==> src/rtl/mem_port_arbiter_if.sv <==
// mem_port_arbiter_if: requester-side and bus-side signals of the shared
// memory port; slave is the arbiter's view, master is the environment's.
interface mem_port_arbiter_if;
    logic        if_req;
    logic [31:0] if_addr;
    logic [31:0] if_rdata;
    logic        if_ack;
    logic        dm_ce;
    logic        dm_we;
    logic [3:0]  dm_sel;
    logic [31:0] dm_addr;
    logic [31:0] dm_wdata;
    logic [31:0] dm_rdata;
    logic        dm_ack;
    logic        bus_req;
    logic        bus_we;
    logic [3:0]  bus_sel;
    logic [31:0] bus_addr;
    logic [31:0] bus_wdata;
    logic [31:0] bus_rdata;
    logic        bus_ack;
    logic        stall_o;
    logic        bus_err;

    modport slave (
        input  if_req, if_addr,
        input  dm_ce, dm_we, dm_sel, dm_addr, dm_wdata,
        input  bus_rdata, bus_ack,
        output if_rdata, if_ack, dm_rdata, dm_ack,
        output bus_req, bus_we, bus_sel, bus_addr, bus_wdata,
        output stall_o, bus_err
    );

    modport master (
        output if_req, if_addr,
        output dm_ce, dm_we, dm_sel, dm_addr, dm_wdata,
        output bus_rdata, bus_ack,
        input  if_rdata, if_ack, dm_rdata, dm_ack,
        input  bus_req, bus_we, bus_sel, bus_addr, bus_wdata,
        input  stall_o, bus_err
    );
endinterface

==> src/rtl/mem_port_arbiter.sv <==
// mem_port_arbiter: shares one SRAM-like bus port between instruction fetch
// and MEM-stage data access, with round-robin ties and a bus timeout.
module mem_port_arbiter #(
    parameter int          TIMEOUT   = 255,
    parameter logic [31:0] ERR_RDATA = 32'h0
) (
    input logic               cpu_clk_50M,
    input logic               cpu_rst,
    mem_port_arbiter_if.slave mp
);
    localparam int CW = (TIMEOUT > 1) ? $clog2(TIMEOUT + 1) : 1;
    localparam logic [CW-1:0] LIM = (TIMEOUT > 0) ? CW'(TIMEOUT - 1) : '0;

    typedef enum logic [1:0] {
        S_IDLE,
        S_DGNT,
        S_IGNT
    } state_t;

    state_t      r_state;
    logic        r_last_dm;
    logic        r_wd;
    logic [CW-1:0] r_cnt;
    logic        r_bus_req;
    logic        r_bus_we;
    logic [3:0]  r_bus_sel;
    logic [31:0] r_bus_addr;
    logic [31:0] r_bus_wdata;
    logic [31:0] r_if_rdata;
    logic        r_if_ack;
    logic [31:0] r_dm_rdata;
    logic        r_dm_ack;
    logic        r_bus_err;

    state_t      w_state;
    logic        w_last_dm;
    logic        w_wd;
    logic [CW-1:0] w_cnt;
    logic        w_bus_req;
    logic        w_bus_we;
    logic [3:0]  w_bus_sel;
    logic [31:0] w_bus_addr;
    logic [31:0] w_bus_wdata;
    logic [31:0] w_if_rdata;
    logic        w_if_ack;
    logic [31:0] w_dm_rdata;
    logic        w_dm_ack;
    logic        w_bus_err;

    logic        w_if_v;
    logic        w_dm_v;
    logic        w_pick_dm;
    logic        w_pick_if;
    logic        w_is_dm;
    logic        w_live;
    logic        w_to;
    logic [31:0] w_data;

    always_comb begin
        w_state     = r_state;
        w_last_dm   = r_last_dm;
        w_wd        = r_wd;
        w_cnt       = r_cnt;
        w_bus_req   = r_bus_req;
        w_bus_we    = r_bus_we;
        w_bus_sel   = r_bus_sel;
        w_bus_addr  = r_bus_addr;
        w_bus_wdata = r_bus_wdata;
        w_if_rdata  = r_if_rdata;
        w_dm_rdata  = r_dm_rdata;
        w_if_ack    = 1'b0;
        w_dm_ack    = 1'b0;
        w_bus_err   = 1'b0;
        // a side whose ack is high right now is finished, not pending
        w_if_v    = mp.if_req & ~r_if_ack;
        w_dm_v    = mp.dm_ce & ~r_dm_ack;
        w_pick_dm = w_dm_v & (~w_if_v | ~r_last_dm);
        w_pick_if = w_if_v & ~w_pick_dm;
        w_is_dm   = (r_state == S_DGNT);
        w_live    = w_is_dm ? mp.dm_ce : mp.if_req;
        w_to      = (TIMEOUT != 0) && (r_cnt == LIM);
        w_data    = mp.bus_ack ? mp.bus_rdata : ERR_RDATA;
        unique case (r_state)
            S_IDLE: begin
                unique case (1'b1)
                    w_pick_dm: begin
                        w_state     = S_DGNT;
                        w_bus_req   = 1'b1;
                        w_bus_we    = mp.dm_we;
                        w_bus_sel   = mp.dm_sel;
                        w_bus_addr  = mp.dm_addr;
                        w_bus_wdata = mp.dm_wdata;
                        w_cnt       = '0;
                        w_wd        = 1'b0;
                    end
                    w_pick_if: begin
                        w_state     = S_IGNT;
                        w_bus_req   = 1'b1;
                        w_bus_we    = 1'b0;
                        w_bus_sel   = 4'b1111;
                        w_bus_addr  = mp.if_addr;
                        w_bus_wdata = 32'h0;
                        w_cnt       = '0;
                        w_wd        = 1'b0;
                    end
                    default: ;
                endcase
            end
            S_DGNT, S_IGNT: begin
                if (mp.bus_ack || w_to) begin
                    w_state   = S_IDLE;
                    w_bus_req = 1'b0;
                    w_last_dm = w_is_dm;
                    w_bus_err = ~mp.bus_ack;
                    if (w_is_dm) begin
                        w_dm_rdata = w_data;
                        w_dm_ack   = w_live & ~r_wd;
                    end else begin
                        w_if_rdata = w_data;
                        w_if_ack   = w_live & ~r_wd;
                    end
                end else begin
                    w_cnt = r_cnt + 1'b1;
                    w_wd  = r_wd | ~w_live;
                end
            end
            default: w_state = S_IDLE;
        endcase
    end

    always_ff @(posedge cpu_clk_50M) begin
        if (cpu_rst) begin
            r_state     <= S_IDLE;
            r_last_dm   <= 1'b0;
            r_wd        <= 1'b0;
            r_cnt       <= '0;
            r_bus_req   <= 1'b0;
            r_bus_we    <= 1'b0;
            r_bus_sel   <= 4'b0;
            r_bus_addr  <= 32'h0;
            r_bus_wdata <= 32'h0;
            r_if_rdata  <= 32'h0;
            r_if_ack    <= 1'b0;
            r_dm_rdata  <= 32'h0;
            r_dm_ack    <= 1'b0;
            r_bus_err   <= 1'b0;
        end else begin
            r_state     <= w_state;
            r_last_dm   <= w_last_dm;
            r_wd        <= w_wd;
            r_cnt       <= w_cnt;
            r_bus_req   <= w_bus_req;
            r_bus_we    <= w_bus_we;
            r_bus_sel   <= w_bus_sel;
            r_bus_addr  <= w_bus_addr;
            r_bus_wdata <= w_bus_wdata;
            r_if_rdata  <= w_if_rdata;
            r_if_ack    <= w_if_ack;
            r_dm_rdata  <= w_dm_rdata;
            r_dm_ack    <= w_dm_ack;
            r_bus_err   <= w_bus_err;
        end
    end

    assign mp.bus_req   = r_bus_req;
    assign mp.bus_we    = r_bus_we;
    assign mp.bus_sel   = r_bus_sel;
    assign mp.bus_addr  = r_bus_addr;
    assign mp.bus_wdata = r_bus_wdata;
    assign mp.if_rdata  = r_if_rdata;
    assign mp.if_ack    = r_if_ack;
    assign mp.dm_rdata  = r_dm_rdata;
    assign mp.dm_ack    = r_dm_ack;
    assign mp.bus_err   = r_bus_err;
    assign mp.stall_o   = (mp.dm_ce & ~r_dm_ack) | (mp.if_req & ~r_if_ack);
endmodule

==> src/flat_wrapper.sv <==
// flat-port wrapper written by rule: the top's interface ports become plain ports
module mem_port_arbiter_flat 
#(
    parameter int          TIMEOUT   = 255,
    parameter logic [31:0] ERR_RDATA = 32'h0
)
  (cpu_clk_50M, cpu_rst, mp_if_req, mp_if_addr, mp_dm_ce, mp_dm_we, mp_dm_sel, mp_dm_addr, mp_dm_wdata, mp_bus_rdata, mp_bus_ack, mp_if_rdata, mp_if_ack, mp_dm_rdata, mp_dm_ack, mp_bus_req, mp_bus_we, mp_bus_sel, mp_bus_addr, mp_bus_wdata, mp_stall_o, mp_bus_err);
  mem_port_arbiter_if mp_i ();
  input logic cpu_clk_50M;
  input logic cpu_rst;
  input wire logic [$bits(mp_i.if_req)-1:0] mp_if_req;
  input wire logic [$bits(mp_i.if_addr)-1:0] mp_if_addr;
  input wire logic [$bits(mp_i.dm_ce)-1:0] mp_dm_ce;
  input wire logic [$bits(mp_i.dm_we)-1:0] mp_dm_we;
  input wire logic [$bits(mp_i.dm_sel)-1:0] mp_dm_sel;
  input wire logic [$bits(mp_i.dm_addr)-1:0] mp_dm_addr;
  input wire logic [$bits(mp_i.dm_wdata)-1:0] mp_dm_wdata;
  input wire logic [$bits(mp_i.bus_rdata)-1:0] mp_bus_rdata;
  input wire logic [$bits(mp_i.bus_ack)-1:0] mp_bus_ack;
  output wire logic [$bits(mp_i.if_rdata)-1:0] mp_if_rdata;
  output wire logic [$bits(mp_i.if_ack)-1:0] mp_if_ack;
  output wire logic [$bits(mp_i.dm_rdata)-1:0] mp_dm_rdata;
  output wire logic [$bits(mp_i.dm_ack)-1:0] mp_dm_ack;
  output wire logic [$bits(mp_i.bus_req)-1:0] mp_bus_req;
  output wire logic [$bits(mp_i.bus_we)-1:0] mp_bus_we;
  output wire logic [$bits(mp_i.bus_sel)-1:0] mp_bus_sel;
  output wire logic [$bits(mp_i.bus_addr)-1:0] mp_bus_addr;
  output wire logic [$bits(mp_i.bus_wdata)-1:0] mp_bus_wdata;
  output wire logic [$bits(mp_i.stall_o)-1:0] mp_stall_o;
  output wire logic [$bits(mp_i.bus_err)-1:0] mp_bus_err;
  assign mp_i.if_req = mp_if_req;
  assign mp_i.if_addr = mp_if_addr;
  assign mp_i.dm_ce = mp_dm_ce;
  assign mp_i.dm_we = mp_dm_we;
  assign mp_i.dm_sel = mp_dm_sel;
  assign mp_i.dm_addr = mp_dm_addr;
  assign mp_i.dm_wdata = mp_dm_wdata;
  assign mp_i.bus_rdata = mp_bus_rdata;
  assign mp_i.bus_ack = mp_bus_ack;
  assign mp_if_rdata = mp_i.if_rdata;
  assign mp_if_ack = mp_i.if_ack;
  assign mp_dm_rdata = mp_i.dm_rdata;
  assign mp_dm_ack = mp_i.dm_ack;
  assign mp_bus_req = mp_i.bus_req;
  assign mp_bus_we = mp_i.bus_we;
  assign mp_bus_sel = mp_i.bus_sel;
  assign mp_bus_addr = mp_i.bus_addr;
  assign mp_bus_wdata = mp_i.bus_wdata;
  assign mp_stall_o = mp_i.stall_o;
  assign mp_bus_err = mp_i.bus_err;
  mem_port_arbiter #(.TIMEOUT(TIMEOUT), .ERR_RDATA(ERR_RDATA)) u_core (.cpu_clk_50M(cpu_clk_50M), .cpu_rst(cpu_rst), .mp(mp_i));
endmodule
==> config.mk <==
export PLATFORM = sky130hd
export DESIGN_NAME = mem_port_arbiter_flat
export DESIGN_NICKNAME = d
export VERILOG_FILES = /design/src/rtl/mem_port_arbiter_if.sv /design/src/rtl/mem_port_arbiter.sv /design/src/flat_wrapper.sv
export SDC_FILE = /design/constraint.sdc
export NUM_CORES = 1
export LEC_CHECK = 0
export ABC_AREA = 1
export BUFFER_PORTS_ARGS = -buffer_cell sky130_fd_sc_hd__buf_2
export CORE_MARGIN = 2
export CORE_UTILIZATION = 40
export DETAILED_ROUTE_END_ITERATION = 10
export HOLD_SLACK_MARGIN = 0.1
export PLACE_DENSITY = 0.69
export SLEW_MARGIN = 20
export SYNTH_ARGS = -nofsm -noshare
export SYNTH_HDL_FRONTEND = slang
export SYNTH_SLANG_ARGS = --single-unit
==> constraint.sdc <==
create_clock -name cpu_clk_50M -period 2.7 [get_ports cpu_clk_50M]
set_clock_uncertainty 0.05 [all_clocks]
set_input_delay 0.675 -clock cpu_clk_50M [delete_from_list [all_inputs] [get_ports cpu_clk_50M]]
set_output_delay 0.675 -clock cpu_clk_50M [all_outputs]
set_load 0.01 [all_outputs]
==> results.md, run 1 <==
- Compound-Gate Fraction of Synth Area: 16.1%
- Syn_area_per_cell: 7.37 sq um
- Vias: 6,500
- Multi-input gate area: 2720 sq um
- Sum Neg Setup Slack: 0 ns
- Syn Inst Count: 865
- Met1 usage: 26.8%
- Hpwl dp: 12,400 microns
- Worst skew pair latency: 0.42 ns
- Fillers: 1,559
- Max Fclk: 476 MHz
- CTS resizes: 0
- DR vias/cell: 4.88
- Synth Area in Simple Gates: 25.4%
- Die H: 130 microns
- Minimum clock period: 2.10 ns
- Cell with the most instances after synthesis: nand2_1
- Area delta synth->final: 31.5%
- Initial Util: 40.6%
- CTS Root Cell: clkbuf_16
- Layout cells sized above 1: 30.0%
- Ports: 276
- Slew margin rel.: 45.9%
- Clock network fraction of total power: 39.9%
- Clock Pin Slew Worst Setup and Hold Paths: 0.07 ns
- Sw frac: 29.7%
- Synth warn: 0
- Reg power frac: 42.1%
- Final hold vios: 0
- Post-place setup slack: 0.567 ns
- Synth Area in Adders: 0.981%
- Gr busiest metal: met2
- Die X: 130 microns
- Max Cap Viol: 0
- Proportion of synthesized area in mux cells: 0%
- Post-route ant nets: 0
- Netlist Area Pre-Place: 6380 sq um
- Grt met2 use: 34.6%
- Maximum VDD drop: 0.000485 V
- GRT Overall Usage: 21.4%
- Synth async-reset ratio: 0%
- Tcrit/Tclk final: 77.9%
- Synth Register Bits: 149
- Nature of the critical path endpoint: flop
- Antenna cell count: 0
- Net Count, Synth: 1,008
- Power density over the cells: 699 nW/um^2
- Number of synthesized flops with an enable pin: 0
- Row Count: 46
- Hold-fix buffers, CTS: 0
- Crit path DAT: 2.40 ns
- Run status: finished, final reports clean
- Clock Sinks: 149
- Cell Area, Placed: 7800 sq um
- Total core area: 15,700 sq um
- Cell area after layout: 8380 sq um
- Overflow after GRT: 0
- Leak Pwr: 4.26 nW
- Die Area: 17,000 sq um
- Initial DRC count: 354
- Max clock buf depth: 2
- WP data required: 2.99 ns
- Setup ws final: 0.597 ns
- Combinational Power Share: 18.0%
- H-Tree Level Count: 4
- Number of buffers created by CTS: 17
- Wirelength per Cell: 13.9 microns
- TritonRoute pass-1 iters: 4
- Unique masters post-synth: 27
- Routed WL: 18,500 microns
- Final RePlAce weighted congestion: 0.834
- Worst Path Max Fanout: 35
- Yosys top cell by area: dfxtp_1
- Final nets: 1,245
- Placed cell count: 1,299
- CTS tree: built
- Setup Crit Path Kind: flop to flop
- Initial antenna violation count: 0
- Largest cells by area after synthesis: dfxtp_1, nand2_1, a21oi_1
- Final setup vio count: 0
- Most used flip-flop cell after synthesis: dfxtp_1
- Postcts setup bufs: 0
- Pint: 4.12 mW
- Seq/Total Area, Yosys: 46.8%
- Port bufs: 275
- Slew @ Worst Pin: 0.812 ns
- First-pass GRT wire length: 29,100 microns
- Worst hold margin: 0.409 ns
- Unrepaired setup endpoints after global routing: false
- Pins over their slew limit: 0
- Largest family of logic cells by synthesized area: simple AND/OR/NAND/NOR gates
- Largest net degree at the start of global routing: 75
- FF+latch area: 2980 sq um
- Startpoint types: flop
- Share of the synthesized area in the top cell type: 46.8%
- Commonest cells post-synth: nand2_1, dfxtp_1, a21oi_1, inv_1, nand3_1
- Worst min path class: flop to flop
- Fin cells: 1,331
- # DRC: 0
- Post-Synth XOR/XNOR Area: 0%
- Number of global-route vias before repair: 6,059
- Sw power: 1.74 mW
- Met3 Use GR: 6.44%
power by group through the flow:
stage | Sequential [mW] | Clock [mW] | Combinational, mW
after floorplan | 2.59 | 0 | 0.588
after global placement | 2.51 | 0 | 1.04
after detailed placement | 2.51 | 0 | 1.06
after CTS | 2.47 | 2.39 | 1.06
after global routing | 2.49 | 2.48 | 1.18
final | 2.47 | 2.34 | 1.05
per-stage QoR:
stage	power (mW)	utilization, %
after detailed placement	3.57	49.6
after CTS	5.91	53.4
final	5.86	53.4
after global routing	6.14	53.4
after global placement	3.55	49.6
after floorplan	3.17	-
cell usage in the layout, fill, tap and decap left out, types with 6 or more instances in the layout:
cell type / count
buf_2: 275
nand2_1: 260
dfxtp_1: 149
a21oi_1: 115
inv_1: 82
nand3_1: 44
o21ai_0: 39
nand4_1: 33
o211ai_1: 32
nor2_1: 18
clkbuf_16: 17
buf_4: 7
inv_6: 6
critical path, stage by stage, from the launching register on:
cell,delay (ns)
dfxtp_1,0.38
inv_1,0.09
ha_1,0.19
inv_1,0.05
nor2_1,0.04
nand2_2,0.13
nand2_8,0.19
nand2_2,0.59
nand2_1,0.12
a21oi_1,0.17
cell families (layout without fill, tap and decap cells):
group | after synthesis | after routing
buffers and inverters | 152 | 402
AND/OR/NAND/NOR | 371 | 371
AO/OA/AOI/OAI | 188 | 188
adder cells (fa/ha/maj) | 5 | 5
flip-flops | 149 | 149
cell type report:
class	instances	area share (%)
clock buffers	19	5.40
clock inverters	13	1.58
multi-input cells	564	32.4
repair buffers	286	18.0
inverters	84	3.76
well taps	216	3.22
flip-flops and latches	149	35.6
final timing paths:
kind | slack, ns | end | depth (start not counted) | from
worst max-delay path | 0.60 | u_core.mp.if_rdata[18] | 9 | u_core.r_cnt[0]
worst min-delay path | 0.41 | u_core.mp.dm_rdata[25] | 2 | u_core.mp.dm_rdata[25]
worst max register to register | 0.60 | u_core.mp.if_rdata[18] | 9 | u_core.r_cnt[0]
worst min register to register | 0.41 | u_core.mp.dm_rdata[25] | 2 | u_core.mp.dm_rdata[25]
state kept, by name, summed over array words and instances (netlist names):
signal	cells
u_core.mp.dm_rdata	32
u_core.mp.bus_we	1
u_core.r_last_dm	1
u_core.r_cnt	8
u_core.r_wd	1
u_core.mp.bus_req	1
u_core.mp.bus_wdata	32
u_core.mp.if_rdata	32
u_core.mp.bus_sel	4
u_core.mp.if_ack	1
u_core.r_state	2
u_core.mp.bus_addr	32
u_core.mp.bus_err	1
u_core.mp.dm_ack	1
metal layers:
metal / vias up / wire (microns)
met2: 222 / 8690
met4: 0 / 565
met1: 2944 / 7900
met5: - / 0
met3: 41 / 1340
li1: 3293 / -
(Power assumes the default switching activity.)
==> run 2, diff against run 1 <==
ABC_AREA = 0   (was 1)
PLACE_DENSITY = 0.73   (was 0.69)
clock period = 1.7 ns   (was 2.7 ns; I/O delays follow)
==> run 2 against run 1 <==
- the flow now finishes with violations (negative setup slack)
- critical path depth down 4
- hold slack worse by 0.22 ns
- area after synthesis down 5.5%
- maximum frequency up 20%
- die area down 5.3%
- global-route usage up 2.8 points
- sequential power up 55%
- worst setup slack worse by 0.66 ns
- critical endpoint is now u_core.r_cnt[6]
- largest cell class unchanged
- largest power group unchanged
==> results.md, run 2 <==
- Worst hold margin: 0.191 ns
- Most used flip-flop cell after synthesis: dfxtp_1
- Met3 Use GR: 7.80%
- Synth async-reset ratio: 0%
- Run status: finished, violations left
- Cell with the most instances after synthesis: dfxtp_1
- Hold-fix buffers, CTS: 0
- Multi-input gate area: 2930 sq um
- Final nets: 1,099
- Max clock buf depth: 2
- Post-place setup slack: -0.112 ns
- Share of the synthesized area in the top cell type: 49.5%
- Gr busiest metal: met2
- Syn_area_per_cell: 8.94 sq um
- Number of global-route vias before repair: 6,089
- Syn Inst Count: 674
- H-Tree Level Count: 4
- Vias: 6,318
- Yosys top cell by area: dfxtp_1
- Net Count, Synth: 817
- Total core area: 14,600 sq um
- Number of synthesized flops with an enable pin: 0
- Routed WL: 20,200 microns
- GRT Overall Usage: 24.2%
- WP data required: 1.99 ns
- Commonest cells post-synth: dfxtp_1, nor2_1, a21oi_1, clkbuf_1, nand2_1
- Port bufs: 275
- Fillers: 1,257
- Clock Sinks: 149
- Initial antenna violation count: 4
- Worst min path class: input pin to flop
- First-pass GRT wire length: 31,300 microns
- Hpwl dp: 14,000 microns
- Failing checks: negative setup slack
- Final RePlAce weighted congestion: 0.852
- Slew margin rel.: 74.1%
- Max Fclk: 569 MHz
- FF+latch area: 2990 sq um
- Synth Register Bits: 149
- Worst Path Max Fanout: 3
- Unique masters post-synth: 45
- TritonRoute pass-1 iters: 5
- Setup ws final: -0.0581 ns
- Post-route ant nets: 0
- Ports: 276
- Startpoint types: flop
- Met1 usage: 29.0%
- Power density over the cells: 1080 nW/um^2
- Overflow after GRT: 0
- Initial DRC count: 350
- Number of buffers created by CTS: 17
- Max Cap Viol: 0
- Leak Pwr: 3.85 nW
- Die X: 127 microns
- Synth warn: 0
- Unrepaired setup endpoints after global routing: true
- Maximum VDD drop: 0.000709 V
- Die Area: 16,100 sq um
- Nature of the critical path endpoint: flop
- Seq/Total Area, Yosys: 49.5%
- Die H: 127 microns
- Slew @ Worst Pin: 0.388 ns
- DR vias/cell: 5.46
- CTS Root Cell: clkbuf_16
- CTS tree: built
- Minimum clock period: 1.76 ns
- Final core utilization: 60.1%
- Clock Pin Slew Worst Setup and Hold Paths: 0.07 ns
- Layout cells sized above 1: 42.7%
- Worst skew pair latency: 0.42 ns
- Setup Crit Path Kind: flop to flop
- Crit path DAT: 2.05 ns
- Final setup vio count: 1
- Area delta synth->final: 46.1%
- Final hold vios: 0
- Initial Util: 41.1%
- Pins over their slew limit: 0
- Commonest cells after routing, fill and taps aside: buf_2, dfxtp_1, nor2_1
- Most common cell after layout, fill and taps aside: buf_2
- Largest net degree at the start of global routing: 40
- Grt met2 use: 41.0%
- Largest cells by area after synthesis: dfxtp_1, a21oi_1, mux2i_1
- # DRC: 0
- Wirelength per Cell: 17.4 microns
- Row Count: 44
- Netlist Area Pre-Place: 6030 sq um
- Tcrit/Tclk final: 103%
[run 2: cell types whose count changed after synthesis, moves of 33 or more]
| cell | previous run | this run |
|---|---|---|
| nand2_1 | 261 | 39 |
| inv_1 | 83 | 5 |
| nor2_1 | 18 | 73 |
| a21oi_1 | 115 | 72 |
| nand3_1 | 44 | 6 |
| o21ai_1 | 0 | 35 |
| a22oi_1 | 0 | 33 |
| o21ai_0 | 39 | 6 |
[run 2: per-layer routing]
layer / vias up / share of wire (%)
met5: - / 0
met4: 0 / 1.7
met3: 26 / 8.7
met2: 290 / 50
met1: 2960 / 39
li1: 3042 / -
[run 2: metrics by stage]
step                      cell area, sq um  total power, mW  TNS, ns  cells
final                                 8800             9.50  -0.0581   1157
after global routing                  8800             9.92   -0.311   1157
after CTS                             8550             9.48        0   1147
after detailed placement              7890             5.63    -1.27   1112
after global placement                7890             5.62   -0.591   1112
after floorplan                       6040             4.84        0    674
[run 2: repair_timing]
item,4_1_cts,5_1_grt
pin swaps,3,6
setup endpoints to repair,9,79
gates resized for setup,12,34
hold endpoints to repair,0,0
gates cloned,0,1
setup buffers,3,5
[run 2: power by group]
part	leakage (nW)	switching (mW)	internal (mW)	total [mW]
clock network	0.281	1.61	2.20	3.81
logic	2.35	1.09	0.764	1.86
registers	1.22	0.116	3.72	3.83
total	3.85	2.82	6.68	9.50
[run 2: logic make-up (layout without fill, tap and decap cells)]
group | count (synthesis) | after routing | synth area share, %
flip-flops | 149 | 149 | 49.5
AO/OA/AOI/OAI | 230 | 230 | 24.2
other | 0 | 4 | 0
multiplexers | 32 | 32 | 5.32
buffers and inverters | 76 | 371 | 5.54
adder cells (fa/ha/maj) | 5 | 5 | 1.04
AND/OR/NAND/NOR | 182 | 182 | 14.4
[run 2: cell type report]
class / count / area share (%)
multi-input combinational: 449 / 33.2
clock buffer: 17 / 4.83
tap: 184 / 2.62
clock inverter: 15 / 1.93
sequential: 149 / 34.0
inverter: 7 / 0.299
timing repair buffer: 332 / 23.0
antenna: 4 / 0.114
[run 2: worst paths after layout]
| path | from | to | slack [ns] | cells past startpoint |
|---|---|---|---|---|
| setup / recovery | u_core.r_cnt[1] | u_core.r_cnt[6] | -0.06 | 5 |
| hold / removal | mp_dm_wdata[19] | u_core.mp.bus_wdata[19] | 0.19 | 3 |
| setup reg to reg | u_core.r_cnt[1] | u_core.r_cnt[6] | -0.06 | 5 |
| hold reg to reg | u_core.r_wd | u_core.mp.dm_ack | 0.41 | 1 |
[run 2: worst max-delay path: stages, from the launching register on]
cell and delay, ns:
dfxtp_2 0.36, ha_2 0.22, and3_1 0.21, nand3_1 0.12, or4b_1 0.53, a31oi_1 0.20
==> run 3, diff against run 2 <==
PLACE_DENSITY = 0.7   (was 0.73)
clock period = 1.8 ns   (was 1.7 ns; I/O delays follow)
==> run 3 against run 2 <==
- the run now ends clean
- first-iteration DRC count increased by 16%
- critical path depth increased by 1
- register-to-register slack improved by 0.13 ns
- wire length decreased by 2.8%
- sequential power decreased by 5.7%
- final area decreased by 3.3%
==> results.md, run 3 (synthesized netlist as in run 2, its figures left out) <==
- Unrepaired setup endpoints after global routing: false
- Slew margin rel.: 72.3%
- Clock Sinks: 149
- Max Cap Viol: 0
- Sw power: 2.54 mW
- Row Count: 44
- Fin cells: 1,140
- Number of global-route vias before repair: 5,963
- Final nets: 1,084
- Grt met2 use: 41.0%
- Worst skew pair latency: 0.42 ns
- Nature of the critical path endpoint: flop
- Maximum VDD drop: 0.000674 V
- H-Tree Level Count: 4
- CTS tree: built
- Run status: finished, final reports clean
- TritonRoute pass-1 iters: 6
- Pins over their slew limit: 0
- Die H: 127 microns
- Pint: 6.45 mW
- Port bufs: 275
- Worst hold margin: 0.220 ns
- Final hold vios: 0
- Slew @ Worst Pin: 0.415 ns
- Die Area: 16,100 sq um
- Wirelength per Cell: 17.2 microns
- Worst Path Max Fanout: 4
- Power density over the cells: 1060 nW/um^2
- Sw frac: 28.3%
- Total core area: 14,600 sq um
- Initial DRC count: 405
- CTS Root Cell: clkbuf_16
- Clock network fraction of total power: 40.9%
- Post-route ant nets: 0
- Minimum clock period: 1.73 ns
- Hpwl dp: 13,500 microns
- Ports: 276
- Met1 usage: 28.0%
- Clock Pin Slew Worst Setup and Hold Paths: 0.06 ns
- Met3 Use GR: 7.21%
- Setup Crit Path Kind: flop to flop
- Final RePlAce weighted congestion: 0.820
- Routed WL: 19,600 microns
- Gr busiest metal: met2
- Layout cells sized above 1: 38.6%
- Placed cell count: 1,102
- Initial Util: 41.1%
- Final core utilization: 58.1%
- Fillers: 1,341
- WP data required: 2.10 ns
- Cell area after layout: 8510 sq um
- Crit path DAT: 2.03 ns
- Combinational Power Share: 18.8%
- GRT Overall Usage: 23.7%
- # DRC: 0
- Initial antenna violation count: 2
- Die X: 127 microns
- Overflow after GRT: 0
- Reg power frac: 40.2%
- Largest net degree at the start of global routing: 70
- Final setup vio count: 0
- Commonest cells after routing, fill and taps aside: buf_2, dfxtp_1, nor2_1
- Vias: 6,191
- Number of buffers created by CTS: 17
- Leak Pwr: 3.76 nW
- Area delta synth->final: 41.2%
- Startpoint types: flop
- Most common cell after layout, fill and taps aside: buf_2
- First-pass GRT wire length: 30,500 microns
- Max clock buf depth: 2
- FF+latch area: 2990 sq um
- Cell Area, Placed: 7800 sq um
- Multi-input gate area: 2770 sq um
- DR vias/cell: 5.43
- Worst min path class: input pin to flop
- Max Fclk: 578 MHz
- Final Power: 8.99 mW
- Tcrit/Tclk final: 96.2%
## run 3: final cells by class
class | count | area share (%)
Clock inverter | 14 | 2.07
Antenna cell | 2 | 0.0588
Sequential cell | 149 | 35.1
Tap cell | 184 | 2.71
Clock buffer | 18 | 5.16
Inverter | 7 | 0.309
Multi-Input combinational cell | 449 | 32.5
Timing Repair Buffer | 317 | 22.1
## run 3: repair_timing
action                                  CTS  global route
hold buffers                              0             0
resized for setup                         2             9
endpoints found under the setup margin    8            21
pin swaps                                 0             4
setup buffers                             0             3
gates cloned                              0             1
## run 3: critical path: stages, from the launching register on
cell	delay, ns
dfxtp_2	0.32
inv_1	0.05
ha_2	0.17
and4_4	0.22
a211oi_4	0.23
or4b_1	0.45
a31oi_1	0.16
## run 3: layer usage
metal	routed length [microns]	vias up
li1	-	3013
met2	9640	271
met1	8070	2889
met3	1600	18
met5	0	-
met4	285	0
## run 3: worst paths after layout
check	to	slack [ns]	start	depth (start not counted)
hold / removal	u_core.mp.bus_wdata[18]	0.22	mp_dm_wdata[18]	3
setup reg to reg	u_core.r_cnt[6]	0.07	u_core.r_cnt[0]	6
setup / recovery	u_core.r_cnt[6]	0.07	u_core.r_cnt[0]	6
hold reg to reg	u_core.mp.dm_ack	0.40	u_core.r_wd	1
## run 3: per-stage QoR
stage               setup WS [ns]  TNS [ns]
finish                     0.0689         0
global route              0.00474         0
CTS                        0.0143         0
detailed placement        -0.0665    -0.325
global placement          -0.0315    -0.126
floorplan                0.000773         0
## run 3: power by group through the flow
stage / clock network (mW) / logic [mW] / registers [mW]
after floorplan: 0 / 0.784 / 3.78
after global placement: 0 / 1.61 / 3.68
after detailed placement: 0 / 1.62 / 3.68
after CTS: 3.74 / 1.64 / 3.61
after global routing: 3.89 / 1.85 / 3.64
final: 3.68 / 1.69 / 3.61
